File: src/rtl/instr_prefetch_queue.sv
// Instruction prefetch queue: fetches words over req/gnt + rvalid into a small FIFO for decode.
// Optional feature macro: PFQ_BYPASS_EN (same-cycle forwarding of a response into an empty queue).
module instr_prefetch_queue #(
  parameter int            DEPTH      = 4,
  parameter int            AW         = 10,
  parameter int            IW         = 10,
  parameter logic [AW-1:0] RESET_ADDR = {AW{1'b0}}
) (
  input  logic          clk,
  input  logic          reset,
  input  logic          flush,
  input  logic [AW-1:0] flush_addr,
  input  logic          halt,
  output logic          mem_req,
  output logic [AW-1:0] mem_addr,
  input  logic          mem_gnt,
  input  logic          mem_rvalid,
  input  logic [IW-1:0] mem_rdata,
  output logic          instr_valid,
  output logic [IW-1:0] instr,
  output logic [AW-1:0] instr_pc,
  input  logic          instr_ready
);

  localparam int PW = $clog2(DEPTH);
  localparam logic [PW:0]   CNT_ZERO  = {(PW+1){1'b0}};
  localparam logic [PW:0]   CNT_ONE   = {{PW{1'b0}}, 1'b1};
  localparam logic [PW:0]   CNT_DEPTH = (PW+1)'(DEPTH);
  localparam logic [PW-1:0] PTR_ZERO  = {PW{1'b0}};
  localparam logic [PW-1:0] PTR_ONE   = {{(PW-1){1'b0}}, 1'b1};
  localparam logic [AW-1:0] ADDR_ONE  = {{(AW-1){1'b0}}, 1'b1};

  typedef enum logic [1:0] {
    ST_IDLE = 2'd0,
    ST_REQ  = 2'd1,
    ST_WAIT = 2'd2
  } state_e;

  state_e          state_r;
  logic [AW-1:0]   fetch_addr_r;
  logic            drop_r;
  logic            mem_req_r;
  logic [IW-1:0]   instr_mem_r [DEPTH];
  logic [AW-1:0]   pc_mem_r    [DEPTH];
  logic [PW-1:0]   wr_ptr_r;
  logic [PW-1:0]   rd_ptr_r;
  logic [PW:0]     count_r;
  logic [PW:0]     count_nxt_s;
  logic            rsp_s;
  logic            accept_s;
  logic            push_s;
  logic            pop_s;
  logic            byp_s;
  logic            byp_take_s;

  // A response only counts while waiting for it; a dropped or flushed one is discarded.
  assign rsp_s    = (state_r == ST_WAIT) && mem_rvalid;
  assign accept_s = rsp_s && !drop_r && !flush;
  assign pop_s    = !flush && (count_r != CNT_ZERO) && instr_ready;
  assign push_s   = accept_s && !byp_take_s;

`ifdef PFQ_BYPASS_EN
  assign byp_s      = accept_s && (count_r == CNT_ZERO);
  assign byp_take_s = byp_s && instr_ready;
`else
  assign byp_s      = 1'b0;
  assign byp_take_s = 1'b0;
`endif

  assign mem_req  = mem_req_r;
  assign mem_addr = fetch_addr_r;

  // Occupancy after this cycle's push/pop; flush empties the queue.
  always_comb begin
    count_nxt_s = count_r;
    if (flush) begin
      count_nxt_s = CNT_ZERO;
    end else if (push_s && !pop_s) begin
      count_nxt_s = count_r + CNT_ONE;
    end else if (!push_s && pop_s) begin
      count_nxt_s = count_r - CNT_ONE;
    end else begin
      count_nxt_s = count_r;
    end
  end

  // Fetch FSM: one outstanding request, issued only when its response has a free slot.
  always_ff @(posedge clk) begin
    if (!reset) begin
      state_r      <= ST_IDLE;
      fetch_addr_r <= RESET_ADDR;
      drop_r       <= 1'b0;
      mem_req_r    <= 1'b0;
    end else begin
      if (flush) begin
        fetch_addr_r <= flush_addr;
      end else if (accept_s) begin
        fetch_addr_r <= fetch_addr_r + ADDR_ONE;
      end
      case (state_r)
        ST_IDLE: begin
          if (!halt && !flush && !drop_r && (count_r < CNT_DEPTH)) begin
            state_r   <= ST_REQ;
            mem_req_r <= 1'b1;
          end else begin
            state_r   <= ST_IDLE;
            mem_req_r <= 1'b0;
          end
        end
        ST_REQ: begin
          if (mem_gnt) begin
            // A grant coinciding with flush is still outstanding and must be dropped.
            drop_r    <= flush;
            state_r   <= ST_WAIT;
            mem_req_r <= 1'b0;
          end else if (flush || halt) begin
            state_r   <= ST_IDLE;
            mem_req_r <= 1'b0;
          end else begin
            state_r   <= ST_REQ;
            mem_req_r <= 1'b1;
          end
        end
        ST_WAIT: begin
          if (mem_rvalid) begin
            drop_r <= 1'b0;
            if (!flush && !halt && (count_nxt_s < CNT_DEPTH)) begin
              state_r   <= ST_REQ;
              mem_req_r <= 1'b1;
            end else begin
              state_r   <= ST_IDLE;
              mem_req_r <= 1'b0;
            end
          end else begin
            drop_r    <= drop_r | flush;
            state_r   <= ST_WAIT;
            mem_req_r <= 1'b0;
          end
        end
        default: begin
          state_r   <= ST_IDLE;
          drop_r    <= 1'b0;
          mem_req_r <= 1'b0;
        end
      endcase
    end
  end

  // FIFO storage and pointers; each entry holds a word and the address it came from.
  always_ff @(posedge clk) begin
    if (!reset) begin
      wr_ptr_r <= PTR_ZERO;
      rd_ptr_r <= PTR_ZERO;
      count_r  <= CNT_ZERO;
      for (int i = 0; i < DEPTH; i++) begin
        instr_mem_r[i] <= {IW{1'b0}};
        pc_mem_r[i]    <= {AW{1'b0}};
      end
    end else if (flush) begin
      wr_ptr_r <= PTR_ZERO;
      rd_ptr_r <= PTR_ZERO;
      count_r  <= CNT_ZERO;
    end else begin
      if (push_s) begin
        instr_mem_r[wr_ptr_r] <= mem_rdata;
        pc_mem_r[wr_ptr_r]    <= fetch_addr_r;
        wr_ptr_r              <= wr_ptr_r + PTR_ONE;
      end
      if (pop_s) begin
        rd_ptr_r <= rd_ptr_r + PTR_ONE;
      end
      count_r <= count_nxt_s;
    end
  end

  // Head presentation; outputs read zero whenever nothing is valid.
  always_comb begin
    instr_valid = 1'b0;
    instr       = {IW{1'b0}};
    instr_pc    = {AW{1'b0}};
    if (count_r != CNT_ZERO) begin
      instr_valid = 1'b1;
      instr       = instr_mem_r[rd_ptr_r];
      instr_pc    = pc_mem_r[rd_ptr_r];
    end else if (byp_s) begin
      instr_valid = 1'b1;
      instr       = mem_rdata;
      instr_pc    = fetch_addr_r;
    end else begin
      instr_valid = 1'b0;
      instr       = {IW{1'b0}};
      instr_pc    = {AW{1'b0}};
    end
  end

endmodule
File: config.mk
export PLATFORM = sky130hd
export DESIGN_NAME = instr_prefetch_queue
export DESIGN_NICKNAME = d
export VERILOG_FILES = /design/src/rtl/instr_prefetch_queue.sv
export SDC_FILE = /design/constraint.sdc
export NUM_CORES = 1
export LEC_CHECK = 0
export ABC_CLOCK_PERIOD_IN_PS = 8250
export CORE_ASPECT_RATIO = 0.9
export CORE_MARGIN = 4
export CORE_UTILIZATION = 40
export CTS_CLUSTER_SIZE = 25
export DETAILED_ROUTE_END_ITERATION = 12
export GPL_TIMING_DRIVEN = 0
export PLACE_DENSITY = 0.64
export SLEW_MARGIN = 40
export SYNTH_ARGS = -nofsm -noshare
export SYNTH_HDL_FRONTEND = slang
export SYNTH_SLANG_ARGS = --single-unit
File: constraint.sdc
create_clock -name clk -period 8.25 [get_ports clk]
set_input_delay 0.825 -clock clk [delete_from_list [all_inputs] [get_ports clk]]
set_output_delay 0.825 -clock clk [all_outputs]
set_load 0.01 [all_outputs]
==> qor.tcl <==
set qor(antenna_violations_before_repair) 0
set qor(placementRows) 37
set qor(drt_first_pass_iters) 4
set qor(post-route-drc-count) 0
set qor(outcome) {finished clean}
set qor(synth_top_area_share_pct) 49.9
set qor(grt_start_max_net_pins) 21
set qor(cts.repair.resized) 0
set qor(overflow) 0
set qor(place.detailed.instances) 585
set qor(ys_seq_area_share_pct) 59.0
set qor(post_syn_instances) 369
set qor(routed_vias) 3005
set qor(detail_route.wirelength_um) 10300
set qor(detailedPlacementHpwl_um) 7120
set qor(setup_viol) 0
set qor(num_antenna_cells) 0
set qor(mappedNetlistNets) 406
set qor(fp.dieArea_um2) 13900
set qor(area_delta_synth_final_pct) 23.2
set qor(finalCoreUtilization_pct) 51.1
set qor(critical_path_class) {register to primary output}
set qor(mappedNetlistArea_um2) 4820
set qor(grt_pass1_vias) 3213
set qor(ctsLongestPathBuffers) 2
set qor(io_pins) 59
set qor(finalHoldWorstSlack_ns) 0.526
set qor(cts_root_buf) {sky130_fd_sc_hd__clkbuf_16}
set qor(cell_area_power_density_nw_per_um2) 176
set qor(end_kind) {primary output}
set qor(tritoncts) {done}
set qor(final-instance-count-excl-fill) 601
set qor(count_of_warnings_emitted_by_yosys) 0
set qor(synth_most_common_cell) {sky130_fd_sc_hd__and2_1}
set qor(clock_transition_at_the_registers_of_the_reported_paths_ns) 0.07
set qor(post_synth.cell_area_avg_um2) 13.1
set qor(cts.htree.levels) 3
set qor(total_leakage_power_nw) 2.23
set qor(layout.nets) 477
set qor(final_min_period_over_clock_period_pct) 38.8
set qor(drive_above_1_share_pct) 13.0
set qor(ys_top_cells_by_count) {sky130_fd_sc_hd__and2_1, sky130_fd_sc_hd__edfxtp_1, sky130_fd_sc_hd__and3_1, sky130_fd_sc_hd__dfxtp_1, sky130_fd_sc_hd__mux4_2}
set qor(count_of_input_and_output_buffers) 58
set qor(ir_drop_v) 0.000130
set qor(synth-async-reset-ratio_pct) 0
set qor(min_delay_worst_type) {register to register}
set qor(drtAntennaViolNets) 0
set qor(cp_data_required_time_ns) 7.42
set qor(post_drt_via_cell_ratio) 5.00
set qor(synth_top_cells_by_area) {sky130_fd_sc_hd__edfxtp_1, sky130_fd_sc_hd__and2_1, sky130_fd_sc_hd__mux4_2}
set qor(die_h_um) 112
set qor(cts.repair_timing.setup_buffer_count) 0
set qor(finalSetupTns_ns) 0
set qor(first_pass_grt_wire_length_um) 16900
set qor(floorplan.initialDensity_pct) 41.5
set qor(timing_max_transition_violations_final) 0
set qor(final_design_area_no_fill_um2) 5930
set qor(worstSetupStartpointType) {register}
set qor(dpl_cell_area_um2) 5650
set qor(core_area_um2) 11600
set qor(gp_routability_congestion) 0.769
set qor(preCtsSetupSlack_ns) 5.08
set qor(relSlewSlack_pct) 53.3
set qor(dominantRegCellSynth) {sky130_fd_sc_hd__edfxtp_1}
set qor(postLayoutSetupSlackWorst_ns) 5.05
set qor(worst_skew_pair.late_latency_ns) 0.34
set qor(netlist.top_cell.by_area) {sky130_fd_sc_hd__edfxtp_1}
set qor(crit_arrival_ns) 2.37
set qor(routed_wire_length_per_instance_um) 17.1
set qor(ys_ff_latch) 102
set qor(cts_inserted_buffers) 9
set qor(dieWidth_um) 124
set qor(worst_clock_skew_ns) 0.00489
set qor(final_power_mw) 1.05
set qor(fmaxAchievable_mhz) 313
set qor(grt_setup_unrepaired) {false}
set qor(tightest_slew_ns) 0.700
set qor(cts.hold.buffers_added) 0
set qor(crit_path_max_fanout) 10
set qor(drv.max_cap_violation_count) 0
set qor(finalCriticalPeriod_ns) 3.20
set qor(synthDistinctLibCells) 36
set qor(gr-usage-all-layers_pct) 15.9
set qor(cts.sink_count) 102
set qor(report.final.hold_viol_count) 0
set qor(drt_iter0_drc) 222
set qor(synth_enable_flop_cells) 80
kinds of logic after synthesis:
group                      after synthesis  share of synthesized area, %
AOI/OAI and AO/OA                       31                          3.84
xor gates and xnor gates                11                          2.00
adders and majority gates               10                          2.60
buffers and inverters                   33                          2.99
DFF                                    102                          59.0
muxes                                   21                          9.56
and+or+nand+nor                        161                          20.0
power by group:
group	internal (mW)	leakage (nW)	switching, mW
clock network	0.210	0.136	0.196
logic	0.0312	1.09	0.0303
registers	0.569	1.00	0.0100
metal layers:
layer / global-route usage, % / share of wire [%] / up-vias
met2: 26.3 / 49 / 66
met4: 3.32 / 0.96 / 0
met1: 21.6 / 46 / 1456
met5: 0 / 0 / -
met3: 3.63 / 4.5 / 9
li1: - / - / 1474
critical path, stage by stage, from the launching register on:
cell	delay, ns
sky130_fd_sc_hd__dfxtp_1	0.38
sky130_fd_sc_hd__inv_1	0.09
sky130_fd_sc_hd__ha_1	0.19
sky130_fd_sc_hd__nand2b_1	0.23
sky130_fd_sc_hd__clkbuf_1	0.38
sky130_fd_sc_hd__and2_1	0.22
sky130_fd_sc_hd__clkdlybuf4s50_1	0.54
worst paths after layout:
kind	slack [ns]	endpoint	from	depth (start not counted)
min	0.53	count_r[0]	count_r[0]	2
min reg2reg	0.53	count_r[0]	count_r[0]	2
max reg2reg	5.77	state_r[0]	state_r[0]	10
max	5.05	instr_pc[9]	count_r[0]	6
sequential cells by signal (all words and copies together) (netlist names), named ones only:
| signal | flops |
|---|---|
| instr_mem_r | 40 |
| pc_mem_r | 40 |
| mem_addr | 10 |
| count_r | 3 |
| rd_ptr_r | 2 |
| state_r | 2 |
| wr_ptr_r | 2 |
| drop_r | 1 |
layout by cell type, fill, tap and decap left out, types with 2 or more instances in the layout:
cell type	instances
sky130_fd_sc_hd__nand2b_1	4
sky130_fd_sc_hd__and3_1	22
sky130_fd_sc_hd__nand2_1	14
sky130_fd_sc_hd__a221o_1	2
sky130_fd_sc_hd__and2_1	82
sky130_fd_sc_hd__or3_1	2
sky130_fd_sc_hd__nand3_1	5
sky130_fd_sc_hd__dfxtp_1	22
sky130_fd_sc_hd__inv_1	8
sky130_fd_sc_hd__o21ai_4	2
sky130_fd_sc_hd__buf_8	2
sky130_fd_sc_hd__clkinv_4	2
sky130_fd_sc_hd__nor3_1	7
sky130_fd_sc_hd__edfxtp_1	80
sky130_fd_sc_hd__buf_2	9
sky130_fd_sc_hd__nor2_1	12
sky130_fd_sc_hd__xnor2_1	7
sky130_fd_sc_hd__xor2_1	4
sky130_fd_sc_hd__a21oi_1	9
sky130_fd_sc_hd__nor2b_1	3
sky130_fd_sc_hd__clkbuf_16	9
sky130_fd_sc_hd__o21ai_0	12
sky130_fd_sc_hd__ha_1	10
sky130_fd_sc_hd__nor3b_1	2
sky130_fd_sc_hd__inv_6	2
sky130_fd_sc_hd__buf_4	2
sky130_fd_sc_hd__clkdlybuf4s50_1	58
sky130_fd_sc_hd__a211oi_1	2
sky130_fd_sc_hd__clkbuf_1	14
sky130_fd_sc_hd__mux4_2	20
layout make-up:
class | instances | area, um2
fill | 1025 | 5690
sequential | 102 | 2840
clock buffer | 10 | 229
multi-input combinational | 234 | 1860
timing repair buffer | 60 | 611
buffer | 24 | 109
clock inverter | 6 | 53.8
tap | 156 | 195
inverter | 9 | 35.0
No activity file was read; power rests on OpenSTA's default activity.
